## src/rtl/alu_result_stage.sv

```systemverilog
// Registered result stage behind the 64-bit adder: optional saturation, NZCV flags,
// overflow statistics and a 2-entry valid/ready buffer with a registered in_ready.
module alu_result_stage #(
  parameter int WIDTH    = 64,
  parameter int SATURATE = 0,
  parameter int CNT_W    = 16
) (
  input  logic             clk,
  input  logic             rst_n,
  input  logic             in_valid,
  output logic             in_ready,
  input  logic [WIDTH-1:0] in_sum,
  input  logic             in_carry,
  input  logic             in_ovf,
  output logic             out_valid,
  input  logic             out_ready,
  output logic [WIDTH-1:0] out_data,
  output logic [3:0]       out_flags,
  output logic             ovf_sticky,
  output logic [CNT_W-1:0] ovf_count,
  input  logic             clr_stats
);

  typedef enum logic [1:0] {EMPTY, ONE, TWO} state_t;

  state_t           state;
  logic [WIDTH-1:0] skid_data;
  logic [3:0]       skid_flags;
  logic [WIDTH-1:0] proc_data;
  logic [3:0]       proc_flags;
  logic [WIDTH-1:0] sat_max;
  logic [WIDTH-1:0] sat_min;
  logic             accept;
  logic             drain;

  assign sat_max = {1'b0, {(WIDTH-1){1'b1}}};
  assign sat_min = {1'b1, {(WIDTH-1){1'b0}}};
  assign accept  = in_valid & in_ready;
  assign drain   = out_valid & out_ready;

  // A wrapped-negative sum means the true result overflowed positively, and vice versa.
  always_comb begin
    proc_data = in_sum;
    if ((SATURATE != 0) && in_ovf)
      proc_data = in_sum[WIDTH-1] ? sat_max : sat_min;
    proc_flags = {proc_data[WIDTH-1], (proc_data == '0), in_carry, in_ovf};
  end

  always_ff @(posedge clk) begin
    if (!rst_n) begin
      state      <= EMPTY;
      out_valid  <= 1'b0;
      in_ready   <= 1'b1;
      out_data   <= '0;
      out_flags  <= '0;
      skid_data  <= '0;
      skid_flags <= '0;
      ovf_sticky <= 1'b0;
      ovf_count  <= '0;
    end else begin
      case (state)
        EMPTY: begin
          if (accept) begin
            out_data  <= proc_data;
            out_flags <= proc_flags;
            out_valid <= 1'b1;
            state     <= ONE;
          end
        end
        ONE: begin
          if (accept && drain) begin
            out_data  <= proc_data;
            out_flags <= proc_flags;
          end else if (accept) begin
            // Output is stalled: park the new entry and stop accepting next cycle.
            skid_data  <= proc_data;
            skid_flags <= proc_flags;
            in_ready   <= 1'b0;
            state      <= TWO;
          end else if (drain) begin
            out_valid <= 1'b0;
            state     <= EMPTY;
          end
        end
        TWO: begin
          if (drain) begin
            out_data  <= skid_data;
            out_flags <= skid_flags;
            in_ready  <= 1'b1;
            state     <= ONE;
          end
        end
        default: begin
          out_valid <= 1'b0;
          in_ready  <= 1'b1;
          state     <= EMPTY;
        end
      endcase

      if (clr_stats) begin
        ovf_sticky <= 1'b0;
        ovf_count  <= '0;
      end else if (accept && in_ovf) begin
        ovf_sticky <= 1'b1;
        if (ovf_count != {CNT_W{1'b1}})
          ovf_count <= ovf_count + {{(CNT_W-1){1'b0}}, 1'b1};
      end
    end
  end

endmodule
```

## config.mk

```make
export PLATFORM = sky130hd
export DESIGN_NAME = alu_result_stage
export DESIGN_NICKNAME = d
export VERILOG_FILES = /design/src/rtl/alu_result_stage.sv
export SDC_FILE = /design/constraint.sdc
export NUM_CORES = 1
export LEC_CHECK = 0
export CAP_MARGIN = 20
export CORE_MARGIN = 2
export CORE_UTILIZATION = 35
export DETAILED_ROUTE_END_ITERATION = 8
export GPL_TIMING_DRIVEN = 0
export PLACE_DENSITY = 0.67
export SKIP_LAST_GASP = 1
export SYNTH_ARGS = -nofsm -noshare
export SYNTH_HDL_FRONTEND = slang
export SYNTH_SLANG_ARGS = --single-unit
```

## constraint.sdc

```tcl
create_clock -name clk -period 5.4 [get_ports clk]
set_clock_uncertainty 0.15 [all_clocks]
set_input_delay 1.35 -clock clk [delete_from_list [all_inputs] [get_ports clk]]
set_output_delay 1.35 -clock clk [all_outputs]
set_load 0.005 [all_outputs]
```

==> flow_summary.toml, run 1 <==
[outcome]
status = "complete, no violations"

[cts]
cts_sinks = 155
cts_made_buffers = 17
clock_latency_ns = 0.43
cts_hold_buf = 0
postCtsSetupRepairBufs = 0
clockBufferDepth = 2
cts_resized = 0
cts_root_buffer = "clkbuf_16"
cts_max_level = 4
cts_tree = "yes"
clk_pin_slew_ns = 0.06

[global_route]
antenna_found_initial = 0
grt-ovfl-total = 0
grt_start_max_net_pins = 17
grt_pass1_wl_um = 30200
grt_use_total_pct = 19.6
grt_pass1_vias = 5692

[drt]
num_vias = 6010
drt-total-wl_um = 19100
wire_per_inst_um = 16.4
viasPerCell = 5.17
ant_nets = 0
drc = 0
first_pass_iters = 4
drt_iter0_markers = 282

[timing]
rsz0062_at_grt = "no"
fin_crit_ns = 3.82
finalMaxSlewViolations = 0
setup_violations = 0
tns_ns = 0
hold_violations = 0
max_freq_ghz = 0.262
slew_headroom_pct = 42.7
tightest_slew_ns = 0.852
min_period_over_period_pct = 70.7

[yosys]
synth_seq_cells = 155
yosysTopAreaCell = "dfxtp_1"
synth_fp_nets = 817
syn-mean-instance-area_um2 = 8.57
syn_inst = 745
synth_top_area_share_pct = 48.6
yosys.cell_types.count = 42
seq_area_frac_synth_pct = 48.6
synthFlopType = "dfxtp_1"
synth_area_um2 = 6390
synth-async-reset-ratio_pct = 0
synth_edf_count = 0
ys_warn_count = 0
synth.cells.most_frequent = "155 x dfxtp_1, 142 x nand2_1, 84 x a21oi_1"
synth_most_common_cell = "dfxtp_1"
ys_top_cells_by_area = "dfxtp_1 49%, mux2i_1 11%, nand2_1 8.3%"

[critical_path]
crit_type = "in2reg"
end_kind = "flip-flop"
worstPathArrival_ns = 3.95
cp.required_ns = 5.53
cp_max_fo = 10
start_kind = "primary input"

[place]
post-dp-hpwl_um = 13700
place_congestion = 0.806
port_buffers = 157
dp.cells = 1131

[layout]
syn_to_final_growth_pct = 38.5
nNetsFinal = 993
antenna_cells = 0
layout.cells.non_filler = 1163
drive_gt1_share_pct = 4.82

[floorplan]
top_level_ports = 158
fp.dieW_um = 139
dieArea_um2 = 19300
start_util_pct = 35.6
die_height_um = 139
coreArea_um2 = 18000
rows = 49

[power_and_ir_drop]
p_per_area_nw_per_um2 = 370
vdd.ir_drop.worst_mv = 0.222
p_leak_nw = 3.39
p_total_mw = 3.27

[run]
cap_violations = 0

[hold_path]
hp-class = "reg2reg"
cells in the final DEF, fill, tap and decap left out, types with 2 or more instances in the layout:
cell type	netlist	routed
nand4_1	11	11
clkdlybuf4s50_1	0	157
nor4_1	16	16
buf_1	4	4
nand2_1	142	142
clkinv_2	0	2
mux2i_1	67	67
inv_1	3	3
clkbuf_16	0	17
nor2_1	76	76
buf_2	6	6
bufinv_16	0	3
or4_2	2	2
a21oi_1	84	84
or3_1	4	4
inv_6	0	4
clkinvlp_4	0	4
o21ai_0	10	10
o31ai_1	8	8
or4_1	8	8
a211oi_1	66	66
nor3_1	3	3
nand2b_1	2	2
nand3_1	8	8
and3_1	3	3
dfxtp_1	155	155
nand3b_1	2	2
clkbuf_1	45	47
layer usage:
layer | track usage, % | part of all wire [%] | up-vias
met5 | 0 | 0 | -
met1 | 26.7 | 47 | 2804
met2 | 30.2 | 45 | 175
met3 | 5.90 | 5.8 | 24
met4 | 5.69 | 1.8 | 0
li1 | - | - | 3007
area by class of cell:
cell class	count	area [um2]
Clock buffer	19	433
Timing Repair Buffer	157	1570
Buffer	56	221
Clock inverter	13	165
Fill cell	1721	9120
Tap cell	229	287
Inverter	3	11.3
Sequential cell	155	3100
Multi-Input combinational cell	531	3050
flip-flops by register name, indices dropped and copies added (netlist names):
signal,count
skid_flags,3
ovf_count,16
ovf_sticky,1
state,2
out_flags,3
in_ready,1
out_valid,1
skid_data,64
out_data,64
cell families (layout without fill, tap and decap cells):
kind of cell | count (synthesis) | in the layout | synth area share, %
buffers and inverters | 59 | 248 | 3.64
and+or+nand+nor | 288 | 288 | 20.2
adders and majority gates | 1 | 1 | 0.196
DFF | 155 | 155 | 48.6
xor gates and xnor gates | 1 | 1 | 0.137
muxes | 67 | 67 | 10.5
AOI/OAI and AO/OA | 174 | 174 | 16.8
where the power goes:
group          switching, mW  internal, mW  leakage, nW  total (mW)
Clock                  0.500         0.731        0.281        1.23
Combinational          0.344         0.348         1.84       0.692
Sequential            0.0805          1.27         1.27        1.35
worst paths after layout:
| check | startpoint | end | slack (ns) | cells after the start |
|---|---|---|---|---|
| setup / recovery | out_ready | out_data[60] | 1.58 | 6 |
| hold / removal | skid_data[35] | skid_data[35] | 0.30 | 2 |
| hold reg to reg | skid_data[35] | skid_data[35] | 0.30 | 2 |
| setup reg to reg | out_valid | out_data[60] | 2.62 | 5 |
stage by stage:
stage / util, % / area [um2] / worst slack, ns / hold slack (ns)
final: 49.2 / 8840 / 1.58 / 0.302
after global routing: 49.2 / 8840 / 1.35 / 0.320
after CTS: 49.2 / 8840 / 1.56 / 0.304
after detailed placement: 45.9 / 8240 / 1.12 / 0.296
after global placement: 45.9 / 8240 / 1.13 / 0.291
after floorplan: - / 6390 / 2.54 / 0.285
critical path, cell delays in order:
cell and delay [ns]:
clkdlybuf4s50_1 0.52, a21boi_0 0.21, o21ai_1 0.65, clkbuf_1 0.60, clkbuf_1 0.46, a211oi_1 0.15
Power figures use the tool's default switching activity.
==> run 2: changes to the inputs <==
PLACE_DENSITY = 0.69   (was 0.67)
clock period = 3.5 ns   (was 5.4 ns; I/O delays follow)
==> run 2 against run 1 <==
Compared with the run above:
- total power rose by 59%
- routed wire length fell by 2.3%
- critical endpoint is now out_data[22]
- critical path type unchanged
- via count fell by 0.12%
- cell count barely moved
- critical path depth did not move
- largest power group unchanged
- sequential share of layout area fell by 0.26 points
==> flow_summary.toml, run 2 (synthesis gave the netlist of run 1 again) <==
[power_and_ir_drop]
p_total_mw = 5.19
switchingPower_mw = 1.37
p_leak_nw = 3.43
internal_power_mw = 3.82
p_per_area_nw_per_um2 = 583
vdd.ir_drop.worst_mv = 0.362
clockPowerShare_pct = 39.4
switching_share_pct = 26.4
share_comb_of_total_power_pct = 20.5
seqPwrFrac_pct = 40.2

[floorplan]
fp.dieW_um = 139
rows = 49
dieArea_um2 = 19300
top_level_ports = 158
coreArea_um2 = 18000
die_height_um = 139
start_util_pct = 35.6

[timing]
setup_violations = 0
rsz0062_at_grt = "no"
tns_ns = 0
slew_headroom_pct = 46.3
min_period_over_period_pct = 90.2
max_freq_ghz = 0.317
finalMaxSlewViolations = 0
hold_violations = 0
fin_crit_ns = 3.16
whs_ns = 0.302
tightest_slew_ns = 0.798

[cts]
cts_max_level = 4
clockBufferDepth = 2
cts_resized = 0
cts_sinks = 155
cts_hold_buf = 0
clk_pin_slew_ns = 0.06
cts_root_buffer = "clkbuf_16"
cts_made_buffers = 17
postCtsSetupRepairBufs = 0
cts_tree = "yes"
clock_latency_ns = 0.42

[drt]
drt_iter0_markers = 445
ant_nets = 0
num_vias = 6003
first_pass_iters = 4
wire_per_inst_um = 16.1
drc = 0
drt-total-wl_um = 18700
viasPerCell = 5.17

[global_route]
grt_use_total_pct = 18.8
grt_pass1_wl_um = 29000
antenna_found_initial = 1
grt-ovfl-total = 0
grt_pass1_vias = 5337
grt_start_max_net_pins = 17

[layout]
syn_to_final_growth_pct = 39.5
drive_gt1_share_pct = 4.93
antenna_cells = 0
final_common_cell = "clkdlybuf4s50_1"
nNetsFinal = 993
top_regs = "out_data: 64 flops, skid_data: 64 flops, ovf_count: 16 flops"
most-common-layout-cells = "157 x clkdlybuf4s50_1, 155 x dfxtp_1, 142 x nand2_1"

[critical_path]
cp_max_fo = 10
cp.required_ns = 3.62
start_kind = "primary input"
end_kind = "flip-flop"
crit_type = "in2reg"
worstPathArrival_ns = 3.27

[run]
cap_violations = 0

[outcome]
status = "complete, no violations"

[place]
port_buffers = 157
place_congestion = 0.782
post-dp-hpwl_um = 13500

[hold_path]
hp-class = "reg2reg"
[run 2: power groups by stage]
stage / sequential (mW) / clock (mW) / combinational, mW
after floorplan: 2.11 / 0 / 0.504
after global placement: 2.12 / 0 / 1.05
after detailed placement: 2.12 / 0 / 1.07
after CTS: 2.09 / 2.08 / 1.07
after global routing: 2.11 / 2.16 / 1.17
final: 2.09 / 2.04 / 1.06
[run 2: cell type report]
type	instances	area, um2
flip-flops and latches	155	3100
repair buffers	157	1570
clock buffers	21	470
inverters	3	11.3
clock inverters	10	189
fillers	1727	9060
well taps	229	287
plain buffers	56	221
multi-input cells	531	3050
[run 2: through the flow]
stage	instance area, um2	std cells	util [%]	setup slack (ns)
after global routing	8910	1162	49.6	0.162
final	8910	1162	49.6	0.343
after CTS	8900	1162	49.6	0.152
after floorplan	6390	745	-	1.11
after global placement	8240	1131	45.9	-0.296
after detailed placement	8240	1131	45.9	-0.315
[run 2: metal layers]
| layer | track usage (%) | part of all wire (%) |
|---|---|---|
| met3 | 6.46 | 6.4 |
| met1 | 25.4 | 46 |
| met5 | 0 | 0 |
| met2 | 29.5 | 47 |
| met4 | 3.77 | 0.91 |
[run 2: path summary, 6_finish.rpt]
kind	from	end	slack (ns)	cells after the start
worst max-delay path	out_ready	out_data[22]	0.34	6
worst min-delay path	skid_data[56]	skid_data[56]	0.30	2
worst max register to register	out_valid	out_data[22]	0.92	5
worst min register to register	skid_data[56]	skid_data[56]	0.30	2
[run 2: worst max-delay path, stage by stage]
cell	delay, ns
clkdlybuf4s50_1	0.53
a21boi_0	0.23
o21ai_2	0.45
clkbuf_1	0.55
clkbuf_1	0.48
a211oi_1	0.16
==> run 3: changes to the inputs <==
TNS_END_PERCENT = 1   (was default)
==> results of run 3 <==
Same layout as run 2: the final DEF is identical, and so are final timing and power.
